<file path="config.mk">
export PLATFORM = sky130hd
export DESIGN_NAME = uart_rx_sram_wrapper
export DESIGN_NICKNAME = d
export VERILOG_FILES = /design/src/rtl/uart_pkg.sv /design/src/rtl/uart_rx_core.sv /design/src/rtl/uart_rx_sram_wrapper.sv
export SDC_FILE = /design/constraint.sdc
export NUM_CORES = 1
export LEC_CHECK = 0
export ABC_AREA = 1
export CAP_MARGIN = 0
export CORE_MARGIN = 1
export CORE_UTILIZATION = 55
export CTS_CLUSTER_DIAMETER = 30
export CTS_CLUSTER_SIZE = 12
export DETAILED_ROUTE_END_ITERATION = 10
export HOLD_SLACK_MARGIN = 0.03
export PLACE_DENSITY = 0.85
export SLEW_MARGIN = 20
export SYNTH_ARGS = -nofsm -noshare
export SYNTH_HDL_FRONTEND = slang
export SYNTH_SLANG_ARGS = --single-unit
</file>
<file path="constraint.sdc">
create_clock -name clk -period 4 [get_ports clk]
set_input_delay 0.8 -clock clk [delete_from_list [all_inputs] [get_ports clk]]
set_output_delay 0.8 -clock clk [all_outputs]
set_load 0.01 [all_outputs]
</file>
<file path="src/rtl/uart_pkg.sv">
// Shared UART definitions: register offsets, status bit positions and receiver states.
// The TX wrapper uses the same offsets, so keep them here.
package uart_pkg;

    localparam logic [11:0] UART_DATA_OFS   = 12'h000;
    localparam logic [11:0] UART_STATUS_OFS = 12'h004;

    localparam int STAT_VALID_BIT     = 0;
    localparam int STAT_OVERRUN_BIT   = 1;
    localparam int STAT_FRAME_ERR_BIT = 2;

    typedef enum logic [2:0] {
        RX_IDLE,
        RX_START,
        RX_DATA,
        RX_STOP,
        RX_WAIT_HIGH
    } rx_state_e;

endpackage

</file>
<file path="src/rtl/uart_rx_core.sv">
// 8N1 receiver: pin synchroniser, down-counting baud timer and frame state machine.
// Emits a received byte with a one-cycle push pulse, or a one-cycle frame-error pulse.
//
// state        | meaning
// RX_IDLE      | line idle, waiting for a synchronised low
// RX_START     | half a bit period into the start bit, glitch check
// RX_DATA      | sampling 8 data bits LSB first, one bit period apart
// RX_STOP      | sampling the stop bit
// RX_WAIT_HIGH | bad stop bit seen, waiting for the line to return high
module uart_rx_core
    import uart_pkg::*;
#(
    parameter int CLKS_PER_BIT = 434
) (
    input  logic       clk,
    input  logic       rst,
    input  logic       rx_pin,
    output logic [7:0] rx_byte,
    output logic       rx_push,
    output logic       rx_frame_err
);

    localparam int CNT_W = $clog2(CLKS_PER_BIT);
    localparam logic [CNT_W-1:0] CPB_M1  = CNT_W'(CLKS_PER_BIT - 1);
    localparam logic [CNT_W-1:0] HALF_M1 = CNT_W'(CLKS_PER_BIT / 2 - 1);

    rx_state_e        state_q, state_d;
    logic             sync1_q, sync2_q;
    logic [CNT_W-1:0] baud_cnt_q, baud_cnt_d;
    logic [2:0]       bit_cnt_q, bit_cnt_d;
    logic [7:0]       shift_q, shift_d;
    logic             push_q, push_d;
    logic             ferr_q, ferr_d;
    logic             rx_s;
    logic             tick;

    assign rx_s = sync2_q;
    assign tick = (baud_cnt_q == '0);

    always_ff @(posedge clk) begin
        if (rst) begin
            state_q    <= RX_IDLE;
            sync1_q    <= 1'b1;
            sync2_q    <= 1'b1;
            baud_cnt_q <= '0;
            bit_cnt_q  <= '0;
            shift_q    <= '0;
            push_q     <= 1'b0;
            ferr_q     <= 1'b0;
        end else begin
            state_q    <= state_d;
            sync1_q    <= rx_pin;
            sync2_q    <= sync1_q;
            baud_cnt_q <= baud_cnt_d;
            bit_cnt_q  <= bit_cnt_d;
            shift_q    <= shift_d;
            push_q     <= push_d;
            ferr_q     <= ferr_d;
        end
    end

    always_comb begin
        state_d = state_q;
        case (state_q)
            RX_IDLE:      if (!rx_s) state_d = RX_START;
            RX_START:     if (tick) state_d = rx_s ? RX_IDLE : RX_DATA;
            RX_DATA:      if (tick && bit_cnt_q == 3'd7) state_d = RX_STOP;
            RX_STOP:      if (tick) state_d = rx_s ? RX_IDLE : RX_WAIT_HIGH;
            RX_WAIT_HIGH: if (rx_s) state_d = RX_IDLE;
            default:      state_d = RX_IDLE;
        endcase
    end

    always_comb begin
        push_d = (state_q == RX_STOP) && tick && rx_s;
        ferr_d = (state_q == RX_STOP) && tick && !rx_s;
    end

    // Baud timer reloads to a full bit period on every sample point.
    always_comb begin
        baud_cnt_d = baud_cnt_q;
        bit_cnt_d  = bit_cnt_q;
        shift_d    = shift_q;
        case (state_q)
            RX_IDLE: begin
                baud_cnt_d = HALF_M1;
                bit_cnt_d  = '0;
            end
            RX_START, RX_STOP: begin
                baud_cnt_d = tick ? CPB_M1 : baud_cnt_q - 1'b1;
            end
            RX_DATA: begin
                if (tick) begin
                    baud_cnt_d = CPB_M1;
                    shift_d    = {rx_s, shift_q[7:1]};
                    bit_cnt_d  = bit_cnt_q + 3'd1;
                end else begin
                    baud_cnt_d = baud_cnt_q - 1'b1;
                end
            end
            default: begin
                baud_cnt_d = '0;
            end
        endcase
    end

    assign rx_byte      = shift_q;
    assign rx_push      = push_q;
    assign rx_frame_err = ferr_q;

endmodule

</file>
<file path="src/rtl/uart_rx_sram_wrapper.sv">
// Memory-mapped UART receiver on the CPU data-SRAM port: RX FIFO, sticky error
// flags and a registered read path with one-cycle latency.
module uart_rx_sram_wrapper
    import uart_pkg::*;
#(
    parameter int CLK_FREQ   = 50_000_000,
    parameter int BAUD       = 115200,
    parameter int FIFO_DEPTH = 8
) (
    input  logic        clk,
    input  logic        rst,
    input  logic        data_sram_en,
    input  logic [3:0]  data_sram_wen,
    input  logic [31:0] data_sram_addr,
    input  logic [31:0] data_sram_wdata,
    output logic [31:0] data_sram_rdata,
    input  logic        uart_rx_pin
);

    localparam int CLKS_PER_BIT = CLK_FREQ / BAUD;
    localparam int PTR_W        = $clog2(FIFO_DEPTH);
    localparam int CNT_W        = PTR_W + 1;
    localparam logic [CNT_W-1:0] FULL_CNT = CNT_W'(FIFO_DEPTH);

    logic [7:0]       rx_byte;
    logic             rx_push;
    logic             rx_frame_err;

    logic [7:0]       mem_q [FIFO_DEPTH];
    logic [PTR_W-1:0] wr_ptr_q, rd_ptr_q;
    logic [CNT_W-1:0] count_q, count_d;
    logic             overrun_q, overrun_d;
    logic             frame_err_q, frame_err_d;
    logic [31:0]      rdata_q, rdata_d;

    logic [11:0]      addr_lo;
    logic             rd_req;
    logic             clr_sel;
    logic             fifo_empty;
    logic             fifo_full;
    logic             pop;
    logic             push;
    logic             overrun_set;
    logic             unused_bits;

    uart_rx_core #(
        .CLKS_PER_BIT (CLKS_PER_BIT)
    ) u_core (
        .clk          (clk),
        .rst          (rst),
        .rx_pin       (uart_rx_pin),
        .rx_byte      (rx_byte),
        .rx_push      (rx_push),
        .rx_frame_err (rx_frame_err)
    );

    assign addr_lo     = data_sram_addr[11:0];
    assign unused_bits = ^{data_sram_addr[31:12], data_sram_wdata[31:3], data_sram_wdata[0]};

    assign rd_req     = data_sram_en && (data_sram_wen == 4'b0000);
    assign clr_sel    = data_sram_en && (|data_sram_wen) && (addr_lo == UART_STATUS_OFS);
    assign fifo_empty = (count_q == '0);
    assign fifo_full  = (count_q == FULL_CNT);

    // A pop in the same cycle frees the slot, so a push into a full FIFO still lands.
    assign pop         = rd_req && (addr_lo == UART_DATA_OFS) && !fifo_empty;
    assign push        = rx_push && (!fifo_full || pop);
    assign overrun_set = rx_push && fifo_full && !pop;

    always_comb begin
        count_d = count_q;
        case ({push, pop})
            2'b10:   count_d = count_q + 1'b1;
            2'b01:   count_d = count_q - 1'b1;
            default: count_d = count_q;
        endcase
    end

    always_comb begin
        overrun_d   = overrun_set
                    | (overrun_q & ~(clr_sel & data_sram_wdata[STAT_OVERRUN_BIT]));
        frame_err_d = rx_frame_err
                    | (frame_err_q & ~(clr_sel & data_sram_wdata[STAT_FRAME_ERR_BIT]));
    end

    always_comb begin
        rdata_d = '0;
        if (rd_req) begin
            if (addr_lo == UART_DATA_OFS) begin
                if (!fifo_empty) rdata_d = {24'b0, mem_q[rd_ptr_q]};
            end else if (addr_lo == UART_STATUS_OFS) begin
                rdata_d[STAT_VALID_BIT]     = !fifo_empty;
                rdata_d[STAT_OVERRUN_BIT]   = overrun_q;
                rdata_d[STAT_FRAME_ERR_BIT] = frame_err_q;
            end
        end
    end

    always_ff @(posedge clk) begin
        if (rst) begin
            wr_ptr_q    <= '0;
            rd_ptr_q    <= '0;
            count_q     <= '0;
            overrun_q   <= 1'b0;
            frame_err_q <= 1'b0;
            rdata_q     <= '0;
        end else begin
            if (push) wr_ptr_q <= wr_ptr_q + 1'b1;
            if (pop)  rd_ptr_q <= rd_ptr_q + 1'b1;
            count_q     <= count_d;
            overrun_q   <= overrun_d;
            frame_err_q <= frame_err_d;
            rdata_q     <= rdata_d;
        end
    end

    always_ff @(posedge clk) begin
        if (push) mem_q[wr_ptr_q] <= rx_byte;
    end

    assign data_sram_rdata = rdata_q;

endmodule
</file>
==> results.tsv <==
metric	value	unit
status	finished clean	
largest net degree at the start of global routing	35	
std cell rows	34	
I/O Pins	104	
number of routed nets with antenna violations	0	
Hold Slack	408.7	ps
H-Tree Depth	4	
sequential power share	43.5	%
top cells by area, synth	edfxtp_1, dfxtp_1, nor2_1, nand2_1, o21ai_0	
fmax	374.3	MHz
maximum VDD drop	0.0004374	V
fill count	621	
vias in the first global route	3627	
sequential share of the synthesized area	58.41	%
critical path launch point type	input pin	
TritonCTS buffer count	17	
Cell Pwr Density	526.3	nW/um^2
initial antenna violation count	0	
#FFs+latches synth	114	
Yosys top cell by area	edfxtp_1	
CP required	4140	ps
WS Path Type	input pin to register	
Initial DRT Pass Iterations	6	
Final Cycle Share	66.79	%
area delta synth->final	16.73	%
share of layout cells above drive strength 1	12.02	%
relative slew slack	41.19	%
CTS tree	done	
RSZ-0062 raised after global routing	no	
fin util	66.65	%
clock buffer depth	2	
Die X	97.38	um
yosys warns	0	
CTS root buf	clkbuf_8	
crit path time final	2671	ps
CORE AREA	8763	um^2
Setup Viol. Count Final	0	
port bufs	29	
Top FF cell, synth	edfxtp_1	
clock slew at reported path FFs	60	ps
Internal	0.002261	W
Antenna diodes	0	
Slew Limit Fails	0	
NumNets Final	640	
Initial Utilization	57.10	%
Logic pwr share	12.3	%
Total GRT Usage	22.98	%
Leak Pwr	2.431	nW
Die Area	9483	um^2
critical path data arrival time	2810	ps
first-pass GRT wire length	16660	um
crit path max fanout	8	
area share of the largest cell type after synthesis	38.41	%
post-CTS setup buffers	0	
r2r setup slk	1770	ps
Chip Height	97.38	um
CP endpoint kind	register	
Fin. Hold Viols	0	
NetSw	0.0008125	W
# DRC	0	
dpl hpwl	6581	um
wire per inst	15.07	um
most common cell after layout, fill and taps aside	nor2_1	
DR iter-0 viols	228	
hold path depth	1	
Reg2Reg Depth	8	
Post-Synthesis Cells	523	
Async S/R FF share, synth	0	%
CTS resizes	0	
commonest non-fill, non-tap cells in the layout	nor2_1, nand2_1, edfxtp_1	
Synth Area per Inst	9.567	um^2
vias	3708	
Post-Route Setup TNS	0	ps
hold_buf cts	0	
Placer Congestion	0.7601	
clock network fraction of design power	44.2	%
Routed WL	10280	um
mapped cell area	5004	um^2
# clock sinks	114	
EDFF count, synth	64	
Worst-Margin Slew	881.2	ps
post-synth cell types	41	
Max Cap Viol	0	
Via density	5.437	
Final Skew	12.27	ps
Net Sw Frac	26.43	%
grt total ovfl	0	
Hold Crit Class	register to register	
Worst-Skew Late Latency	520	ps
==> worst max-delay path, cell delays in order <==
cell and delay, ps:
clkdlybuf4s50_1 410, nor2_2 140, nand2_1 110, nor2_4 160
nand2_2 140, nor2_8 170, o21ai_4 100, inv_4 90
nand2_2 70, nor2_1 620
==> synth_stat cells, types with 7 or more instances <==
| cell type | count |
|---|---|
| nand4_1 | 7 |
| nand3_1 | 13 |
| edfxtp_1 | 64 |
| nand2_1 | 79 |
| a21oi_1 | 20 |
| ha_1 | 7 |
| o22ai_1 | 13 |
| buf_4 | 26 |
| dfxtp_1 | 50 |
| nor2_1 | 86 |
| o21ai_0 | 47 |
| inv_1 | 46 |
==> final timing paths <==
| kind | startpoint | end |
|---|---|---|
| setup / recovery | data_sram_addr[1] | mem_q[7][6] |
| hold / removal | u_core.sync1_q | u_core.rx_s |
| setup reg to reg | count_q[3] | mem_q[7][6] |
| hold reg to reg | u_core.sync1_q | u_core.rx_s |
==> state kept, by name (all words and copies together) (netlist names), named ones only <==
name                 flops
u_core.rx_s              1
mem_q                   64
frame_err_q              1
wr_ptr_q                 3
u_core.rx_frame_err      1
overrun_q                1
u_core.rx_byte           8
u_core.rx_push           1
count_q                  4
rd_ptr_q                 3
u_core.bit_cnt_q         3
u_core.baud_cnt_q        9
data_sram_rdata          8
u_core.sync1_q           1
u_core.state_q           3
==> cell families (layout without fill, tap and decap cells) <==
family | count (synthesis) | in the layout | synth area share [%]
AOI/OAI and AO/OA | 92 | 92 | 10.48
and+or+nand+nor | 213 | 213 | 19.15
DFF | 114 | 114 | 58.41
other | 1 | 24 | 0.07495
adders and majority gates | 7 | 7 | 1.750
buffers and inverters | 91 | 119 | 9.252
xor gates and xnor gates | 5 | 5 | 0.8752
==> stage by stage <==
stage / instance area, um^2 / worst slack (ps) / instances / power [W]
detailed placement: 5295 / 844.6 / 650 / 0.001737
CTS: 5841 / 1357 / 682 / 0.003086
floorplan: 5090 / 1679 / 546 / 0.001660
global route: 5841 / 1202 / 682 / 0.003199
global placement: 5295 / 929.5 / 650 / 0.001708
finish: 5841 / 1329 / 682 / 0.003074
==> cell type report <==
class                      instances  area [um^2]  area share (%)
timing repair buffer              35        335.3           5.741
clock inverter                    13        113.9           1.949
clock buffer                      19        431.7           7.391
inverter                          52        197.7           3.385
tap                              108        135.1           2.314
multi-input combinational        341         1704           29.18
sequential                       114         2923           50.04
==> power groups by stage <==
stage | sequential, W | combinational, W | clock [W]
6_report | 0.00134 | 0.000378 | 0.00136
3_5_place_dp | 0.00136 | 0.000379 | 0
2_1_floorplan | 0.00135 | 0.000315 | 0
4_1_cts | 0.00134 | 0.000380 | 0.00137
5_1_grt | 0.00134 | 0.000431 | 0.00143
3_3_place_gp | 0.00135 | 0.000354 | 0
==> routing by layer <==
metal | GRT usage [%] | share of wire [%] | up-vias
li1 | - | - | 1788
met1 | 24.77 | 39 | 1719
met2 | 40.94 | 52 | 174
met3 | 6.547 | 6.6 | 27
met4 | 11.54 | 2.3 | 0
met5 | 0 | 0 | -
(Power assumes the default switching activity.)
